## config.mk

```make
export PLATFORM = sky130hd
export DESIGN_NAME = imem_loader
export DESIGN_NICKNAME = d
export VERILOG_FILES = /design/src/rtl/imem_loader.sv
export SDC_FILE = /design/constraint.sdc
export NUM_CORES = 1
export LEC_CHECK = 0
export BUFFER_PORTS_ARGS = -buffer_cell sky130_fd_sc_hd__clkbuf_2
export CAP_MARGIN = 15
export CORE_ASPECT_RATIO = 0.8
export CORE_MARGIN = 2
export CORE_UTILIZATION = 28
export CTS_BUF_LIST = sky130_fd_sc_hd__clkbuf_4 sky130_fd_sc_hd__clkbuf_8
export DETAILED_ROUTE_END_ITERATION = 8
export MAX_ROUTING_LAYER = met4
export SYNTH_ARGS = -nofsm -noshare
export SYNTH_HDL_FRONTEND = slang
export SYNTH_SLANG_ARGS = --single-unit
```

## constraint.sdc

```tcl
create_clock -name clk -period 4.4 [get_ports clk]
set_input_delay 0.44 -clock clk [delete_from_list [all_inputs] [get_ports clk]]
set_output_delay 0.44 -clock clk [all_outputs]
set_load 0.01 [all_outputs]
```

## src/rtl/imem_loader.sv

```systemverilog
// Boot-time program loader: streams instruction words into imem, holds the core
// in reset while loading plus a fixed drain period, then releases and starts it.
module imem_loader #(
    parameter int ADDR_W       = 10,
    parameter int FLUSH_CYCLES = 5
) (
    input  logic              clk,
    input  logic              rst,
    input  logic              boot,
    input  logic              load_valid,
    output logic              load_ready,
    input  logic [31:0]       load_data,
    input  logic              load_last,
    output logic              imem_we,
    output logic [ADDR_W-1:0] imem_addr,
    output logic [31:0]       imem_wdata,
    output logic              core_rst,
    output logic              core_start,
    output logic              load_done,
    output logic              load_err,
    output logic [ADDR_W:0]   word_count
);
    localparam int DEPTH = 1 << ADDR_W;
    localparam int FC_W  = $clog2(FLUSH_CYCLES + 1);
    localparam logic [ADDR_W:0] LAST_IDX = (ADDR_W + 1)'(DEPTH - 1);

    typedef enum logic [2:0] {IDLE, LOAD, FLUSH, RUN, ERR} state_t;

    state_t            state_q, state_d;
    logic              imem_we_q, imem_we_d;
    logic [ADDR_W-1:0] imem_addr_q, imem_addr_d;
    logic [31:0]       imem_wdata_q, imem_wdata_d;
    logic [ADDR_W:0]   word_count_q, word_count_d;
    logic [FC_W-1:0]   flush_cnt_q, flush_cnt_d;

    always_comb begin
        state_d      = state_q;
        imem_we_d    = 1'b0;
        imem_addr_d  = imem_addr_q;
        imem_wdata_d = imem_wdata_q;
        word_count_d = word_count_q;
        flush_cnt_d  = flush_cnt_q;
        case (state_q)
            IDLE: begin
                if (boot) begin
                    state_d      = LOAD;
                    word_count_d = '0;
                end
            end
            LOAD: begin
                if (load_valid) begin
                    imem_we_d    = 1'b1;
                    imem_addr_d  = word_count_q[ADDR_W-1:0];
                    imem_wdata_d = load_data;
                    word_count_d = word_count_q + 1'b1;
                    // load_last takes priority so an exactly-full program still runs
                    if (load_last) begin
                        state_d     = FLUSH;
                        flush_cnt_d = FC_W'(FLUSH_CYCLES);
                    end else if (word_count_q == LAST_IDX) begin
                        state_d = ERR;
                    end
                end
            end
            FLUSH: begin
                flush_cnt_d = flush_cnt_q - 1'b1;
                if (flush_cnt_q == FC_W'(1)) begin
                    state_d = RUN;
                end
            end
            RUN, ERR: begin
                if (boot) begin
                    state_d      = LOAD;
                    word_count_d = '0;
                end
            end
            default: state_d = IDLE;
        endcase
    end

    always_ff @(posedge clk) begin
        if (!rst) begin
            state_q      <= IDLE;
            imem_we_q    <= 1'b0;
            imem_addr_q  <= '0;
            imem_wdata_q <= '0;
            word_count_q <= '0;
            flush_cnt_q  <= '0;
        end else begin
            state_q      <= state_d;
            imem_we_q    <= imem_we_d;
            imem_addr_q  <= imem_addr_d;
            imem_wdata_q <= imem_wdata_d;
            word_count_q <= word_count_d;
            flush_cnt_q  <= flush_cnt_d;
        end
    end

    // Handshake and core controls decode from state only: no valid-to-ready path.
    assign load_ready = (state_q == LOAD);
    assign core_rst   = (state_q == RUN);
    assign core_start = (state_q == RUN);
    assign load_done  = (state_q == RUN);
    assign load_err   = (state_q == ERR);
    assign imem_we    = imem_we_q;
    assign imem_addr  = imem_addr_q;
    assign imem_wdata = imem_wdata_q;
    assign word_count = word_count_q;

endmodule
```

==> results of run 1 <==
## worst register-to-register path, delay by kind of cell, from the launching register on
kind | cells | cell delay [ns]
compound gates | 2 | 0.39
flops | 1 | 0.52
simple gates | 2 | 0.89
buf+inv | 1 | 0.41
## cells in the final DEF (no fill, tap or decap), types with 3 or more instances in the layout
cell and n:
nand2_1 89, or3_1 4, nand3b_1 4, nor2_1 7
nand3_1 6, clkbuf_8 12, o21a_1 4, a21oi_1 57
a31oi_1 3, a211oi_1 5, o21ai_0 5, inv_1 4
ha_1 3, clkbuf_2 95, dfxtp_1 60
## registers in the layout, summed over array words and instances (netlist names)
name / cells
flush_cnt_q: 3
imem_addr: 10
imem_wdata: 32
imem_we: 1
state_q: 3
word_count: 11
## through the flow
| step | setup slack [ns] | instances | hold slack [ns] | utilization, % |
|---|---|---|---|---|
| after floorplan | 2.79 | 303 | 0.454 | - |
| after global placement | 2.16 | 488 | 0.442 | 35.1 |
| after detailed placement | 2.06 | 488 | 0.446 | 35.1 |
| after CTS | 2.05 | 502 | 0.308 | 37.1 |
| after global routing | 1.85 | 502 | 0.309 | 37.1 |
| final | 2.10 | 502 | 0.322 | 37.1 |
## final timing paths
path / slack, ns / endpoint / from
min reg2reg: 0.45 / imem_wdata[7]$_SDFFE_PN0P_ / imem_wdata[7]$_SDFFE_PN0P_
max: 2.10 / word_count[6]$_SDFFE_PN0P_ / state_q[0]$_SDFFE_PN0P_
max reg2reg: 2.10 / word_count[6]$_SDFFE_PN0P_ / state_q[0]$_SDFFE_PN0P_
min: 0.32 / imem_wdata[28]$_SDFFE_PN0P_ / load_data[28]
## power by group
part / leakage, nW / switching [mW] / total (mW) / internal [mW]
sequential: 0.486 / 0.0143 / 0.576 / 0.562
combinational: 0.722 / 0.0789 / 0.130 / 0.0513
clock: 0.0941 / 0.198 / 0.440 / 0.242
## cell families after synthesis
family	count (synthesis)	synth area share, %
flip-flops	60	48.6
AO/OA/AOI/OAI	81	18.9
multiplexers	1	0.405
buffers and inverters	29	5.72
AND/OR/NAND/NOR	129	24.9
adder cells (fa/ha/maj)	3	1.52
## layer usage
metal | wire length [microns] | share of wire, % | up-vias | GRT usage (%)
met5 | 0 | 0 | - | -
met4 | 66 | 1.1 | 0 | 4.43
met3 | 506 | 8.1 | 8 | 5.13
met2 | 2760 | 44 | 74 | 20.3
met1 | 2950 | 47 | 1075 | 16.5
li1 | - | - | 1200 | -
## cell type report
type,instances,area [sq um]
Inverter,5,18.8
Clock inverter,2,10.0
Tap cell,112,140
Multi-Input combinational cell,214,1140
Timing Repair Buffer,97,490
Fill cell,906,5360
Clock buffer,12,165
Sequential cell,60,1200
==> run metrics, run 1 <==
clk_lat worst skew=0.33 ns; Worst Hold Class=in -> reg; Req. time, crit path=4.64 ns; Leakage Power=1.30 nW; area growth from synthesis to layout=27.9%; total number of vias=2357; Starting Density=29.0%; top_reg_cell synth=dfxtp_1; ys async rst share=0%; Critical Path Sink Type=register; cell area after layout=3160 sq um; drt first pass iters=4; row count=30; Worst Reg-to-Reg Cells=5; Yosys top cell by area=dfxtp_1; Worst path slowest cell=nor3_4; CP max stage delay=0.69 ns; Critical Path Stages=5; buffers added on ports=95; Routability Congestion=0.739; Chip Height=88.1 microns; total power=1.15 mW; CTS tree=yes; Syn Nets=343; top-count cell post-synth=nand2_1; Routed Antenna Nets=0; post_cts resized=0; Bufs on Longest Clock Path=2; VDD IR max=0.164 mV; die width=109 microns; Synth warnings=0; largest net degree at the start of global routing=57; number of setup buffers added after CTS=0; Top delay family on crit path=simple AND/OR/NAND/NOR gates; critical path class=reg -> reg; largest cells by area after synthesis=dfxtp_1, nand2_1, a21oi_1, a211oi_1, ha_1; root cell of the clock tree=clkbuf_8; first-pass GRT wire length=9720 microns; WP data arrival=2.54 ns; WP buf/inv=1; post-synthesis sequential area ratio=48.6%; period utilisation layout=52.4%; critical path peak fanout=25; DRC viols=0; Initial DRC Count=216; library cells used by synthesis=42; area of the mapped netlist=2470 sq um; CP Launch Type=register; post-route minimum period=2.30 ns; Placed Area=2990 sq um; GRT Total Usage=13.5%; Final #Nets=427; Cell Pwr Density=362 nW/um^2; Post-Syn Instances=303; WL/cell=12.5 microns; Reg clk slew, reported paths=0.06 ns; area share of the largest cell type after synthesis=48.6%; Fmax=434 MHz; max-slew violations=0; clk sinks=60; outcome=finished, final reports clean; syn avg cell area=8.16 sq um; total grt overflow=0; Critical Path, Cell by Cell=nand2b_1, nor3_4, buf_4, a41oi_1, a211oi_1; max_slew headroom=34.4%; Final setup viols=0; Core ar.=8520 sq um; synth cell count leaders=nand2_1, dfxtp_1, a21oi_1, clkbuf_1; layout cells sized above 1=31.3%; number of synthesized flops with an enable pin=0; # diodes=0; Final Hold Viols=0; vias per cell=4.70; setup TNS=0 ns; RSZ-0062 raised after global routing=no; Num CTS Buffers=9; Seq cells post-synth=60; Max-cap violations=0; Slew @ Worst Pin=0.982 ns; number of global-route vias before repair=2045; DIE AREA=9610 sq um; cts hold-fix bufs=0; antenna violations before repair=0; # IOs=96; htree depth=3; Final HPWL DP=4250 microns; hold depth=3; Layout Skew=0.00449 ns; DRT Wirelength=6280 microns
Note: power is estimated with default switching activity, not from simulation.
==> inputs of run 2 (changes only) <==
==> constraint.sdc (replaced) <==
create_clock -name clk -period 2.2 [get_ports clk]
set_input_delay 0.22 -clock clk [delete_from_list [all_inputs] [get_ports clk]]
set_output_delay 0.22 -clock clk [all_outputs]
set_load 0.01 [all_outputs]
==> run metrics, run 2 (same netlist as run 1, synthesis figures left out) <==
Num CTS Buffers=9; post-place setup slack=0.465 ns; met1 WL=2940 microns; Setup WS post-layout=0.444 ns; htree depth=3; register area=1200 sq um; Slew @ Worst Pin=0.784 ns; max_slew headroom=47.7%; Routability Congestion=0.742; antenna violations before repair=0; drt first pass iters=4; final cell count without fillers=508; Routed Antenna Nets=0; number of setup buffers added after CTS=0; Layout Skew=0.00857 ns; clk sinks=60; Starting Density=29.0%; Worst Hold Class=in -> reg; Placed Area=3030 sq um; Max-cap violations=0; GRT Total Usage=13.7%; post_cts resized=0; # IOs=96; total grt overflow=0; CP Launch Type=register; area growth from synthesis to layout=30.0%; Fill cells=901; Pint=1.77 mW; Top Layer Used=met4; placed insts=493; outcome=finished, final reports clean; Core ar.=8520 sq um; CTS tree=yes; DRC viols=0; commonest non-fill, non-tap cell in the layout=clkbuf_2; max reg flops=32; met3 wire length=458 microns; Cell Pwr Density=741 nW/um^2; total power=2.38 mW; root cell of the clock tree=clkbuf_8; Critical Path Sink Type=register; sw frac=25.6%; Leakage Power=1.33 nW; RSZ-0062 raised after global routing=no; Fmax=570 MHz; Seq pwr share=48.3%; Final #Nets=432; critical path class=reg -> reg; number of global-route vias before repair=2137; total number of vias=2331; most frequent cells in the layout=clkbuf_2, nand2_1, dfxtp_1, a21oi_1, clkbuf_8; met2 routed WL=2810 microns; critical path peak fanout=7; # diodes=0; DIE AREA=9610 sq um; Req. time, crit path=2.41 ns; Final Hold Viols=0; Final setup viols=0; VDD IR max=0.297 mV; die width=109 microns; post-route minimum period=1.76 ns; first-pass GRT wire length=9920 microns; max-slew violations=0; DRT Wirelength=6260 microns; layout cells sized above 1=32.3%; area of the multi-input gates=1140 sq um; WL/cell=12.3 microns; WP data arrival=1.97 ns; part of the power in combinational logic=11.3%; Chip Height=88.1 microns; switching power=0.609 mW; cell area after layout=3220 sq um; vias per cell=4.59; power share of the clock group=40.4%; setup TNS=0 ns; cts hold-fix bufs=0; period utilisation layout=79.8%; Reg clk slew, reported paths=0.07 ns; Final HPWL DP=4330 microns; row count=30; largest net degree at the start of global routing=46; clk_lat worst skew=0.33 ns; Bufs on Longest Clock Path=2; Initial DRC Count=159; buffers added on ports=95
-- run 2: cell types whose count changed in the layout (fill, tap and decap cells not counted), sizes merged --
cell      before  now
buf            2    7
clkbuf       107  105
clkinv         2    3
bufinv         0    1
clkinvlp       0    1
-- run 2: layer usage --
metal,up-vias,global-route usage [%]
met3,6,4.61
met1,1040,16.6
li1,1206,-
met4,0,4.43
met2,79,21.3
met5,-,-
-- run 2: worst max-delay path: stages, from the launching register on --
cell and delay, ns:
dfxtp_1 0.44, ha_1 0.25, and3_1 0.35, nand4_4 0.15, o21a_1 0.19, o31a_1 0.26
-- run 2: layout make-up --
type,count,share of cell area [%]
sequential,60,37.4
multi-input combinational,214,35.4
timing repair buffer,102,16.4
tap,112,4.36
clock buffer,10,4.28
clock inverter,5,1.63
inverter,5,0.584
-- run 2: worst paths after layout --
check | from | endpoint | slack (ns) | depth (start not counted)
min | load_data[27] | imem_wdata[27]$_SDFFE_PN0P_ | 0.10 | 3
max | word_count[0]$_SDFFE_PN0P_ | state_q[0]$_SDFFE_PN0P_ | 0.44 | 5
max reg2reg | word_count[0]$_SDFFE_PN0P_ | state_q[0]$_SDFFE_PN0P_ | 0.44 | 5
min reg2reg | imem_wdata[20]$_SDFFE_PN0P_ | imem_wdata[20]$_SDFFE_PN0P_ | 0.45 | 2
-- run 2: metrics by stage --
step                      hold WS (ns)  util (%)
after detailed placement         0.447      35.5
after floorplan                  0.338         -
final                            0.103      37.7
after global routing            0.0872      37.7
after global placement           0.440      35.5
after CTS                       0.0820      37.7
-- run 2: power groups by stage --
stage,logic [mW],clock network [mW],registers [mW]
global placement,0.269,0,1.17
detailed placement,0.272,0,1.17
CTS,0.273,1.00,1.15
floorplan,0.160,0,1.18
global route,0.307,1.05,1.15
finish,0.269,0.963,1.15
==> inputs of run 3 (changes only) <==
==> constraint.sdc (replaced) <==
create_clock -name clk -period 1.7 [get_ports clk]
set_input_delay 0.17 -clock clk [delete_from_list [all_inputs] [get_ports clk]]
set_output_delay 0.17 -clock clk [all_outputs]
set_load 0.01 [all_outputs]
==> run metrics, run 3 (same netlist as run 1, synthesis figures left out) <==
Critical Path Sink Type=primary output; # diodes=0; area growth from synthesis to layout=34.2%; Final setup viols=0; total power=3.20 mW; worst reg-to-reg setup slack=0.13 ns; hold depth=3; Critical Path, Cell by Cell=and3b_1, clkbuf_2; critical path class=reg -> out; largest net degree at the start of global routing=33; Fmax=636 MHz; Worst Reg-to-Reg Cells=5; clk_lat worst skew=0.33 ns; DIE AREA=9610 sq um; Max-cap violations=0; number of setup buffers added after CTS=0; CP Launch Type=register; # IOs=96; GRT Total Usage=14.1%; post-route minimum period=1.57 ns; Starting Density=29.0%; total grt overflow=0; VDD IR max=0.352 mV; Leakage Power=1.39 nW; Layout Skew=0.00456 ns; most frequent cells in the layout=clkbuf_2, nand2_1, dfxtp_1, a21oi_1, buf_4; Final Hold Viols=0; Hold Path Sink=imem_wdata[20]$_SDFFE_PN0P_; final core occ=39.0%; Fill cells=875; RSZ-0062 raised after global routing=no; Reg clk slew, reported paths=0.06 ns; max_slew headroom=68.4%; Worst Hold Class=in -> reg; reg2reg start=state_q[0]$_SDFFE_PN0P_; vias per cell=4.60; DRT Wirelength=6390 microns; htree depth=3; row count=30; WP data arrival=1.40 ns; drt first pass iters=4; Worst path slowest cell=dfxtp_1; Slew @ Worst Pin=0.473 ns; Num CTS Buffers=9; critical path peak fanout=10; commonest non-fill, non-tap cell in the layout=clkbuf_2; WL/cell=12.4 microns; CTS tree=yes; CP max stage delay=0.51 ns; post_cts resized=0; max-slew violations=0; number of global-route vias before repair=2041; Core ar.=8520 sq um; Final HPWL DP=4520 microns; reg2reg end=word_count[5]$_SDFFE_PN0P_; root cell of the clock tree=clkbuf_8; clk sinks=60; first-pass GRT wire length=9980 microns; period utilisation layout=92.5%; antenna violations before repair=0; setup TNS=0 ns; Final #Nets=440; Routability Congestion=0.790; outcome=finished, final reports clean; Routed Antenna Nets=0; buffers added on ports=95; Cell Pwr Density=964 nW/um^2; cts hold-fix bufs=0; Chip Height=88.1 microns; hold wc startpoint=load_data[20]; Bufs on Longest Clock Path=2; Initial DRC Count=270; DRC viols=0; total number of vias=2374; Req. time, crit path=1.53 ns; max reg flops=32; layout cells sized above 1=33.7%; die width=109 microns
## run 3: worst max path at each step
stage                          startpoint                         end  slack (ns)  cells after the start
2_1_floorplan  word_count[0]$_SDFFE_PN0P_     state_q[0]$_SDFFE_PN0P_        0.09                      6
3_3_place_gp      state_q[0]$_SDFFE_PN0P_  word_count[6]$_SDFFE_PN0P_        0.17                      5
3_5_place_dp      state_q[0]$_SDFFE_PN0P_  word_count[6]$_SDFFE_PN0P_        0.14                      5
4_1_cts           state_q[0]$_SDFFE_PN0P_                    core_rst        0.09                      2
5_1_grt           state_q[0]$_SDFFE_PN0P_  word_count[5]$_SDFFE_PN0P_        0.02                      5
6_report          state_q[0]$_SDFFE_PN0P_                    core_rst        0.13                      2
## run 3: per-layer routing
| metal | track usage, % | wire length, microns | vias to the layer above |
|---|---|---|---|
| met2 | 20.9 | 2750 | 77 |
| met5 | - | 0 | - |
| li1 | - | - | 1221 |
| met4 | 4.66 | 82 | 0 |
| met3 | 5.13 | 467 | 9 |
| met1 | 17.6 | 3090 | 1067 |
## run 3: final cells by class
class | count | area (sq um) | area share, %
flip-flops and latches | 60 | 1200 | 36.2
multi-input cells | 214 | 1140 | 34.3
repair buffers | 110 | 613 | 18.5
clock buffers | 14 | 180 | 5.43
well taps | 112 | 140 | 4.22
clock inverters | 1 | 30.0 | 0.904
inverters | 5 | 18.8 | 0.565
## run 3: report_power, final
part           internal [mW]  switching, mW
Combinational          0.156          0.216
Sequential              1.45         0.0319
Clock                  0.823          0.520
Total                   2.43          0.768
## run 3: worst max-delay path: cells and delay by family (launching register included)
kind / cells / cell delay [ns]
DFF: 1 / 0.51
buffers and inverters: 1 / 0.18
and+or+nand+nor: 1 / 0.37
## run 3: per-stage QoR
stage	hold WS, ns	instances	setup slack [ns]	area [sq um]
floorplan	0.288	303	0.0940	2470
global placement	0.395	501	0.169	3110
detailed placement	0.400	501	0.140	3110
CTS	0.0362	516	0.0921	3320
global route	0.0462	516	0.0237	3320
finish	0.0532	516	0.127	3320
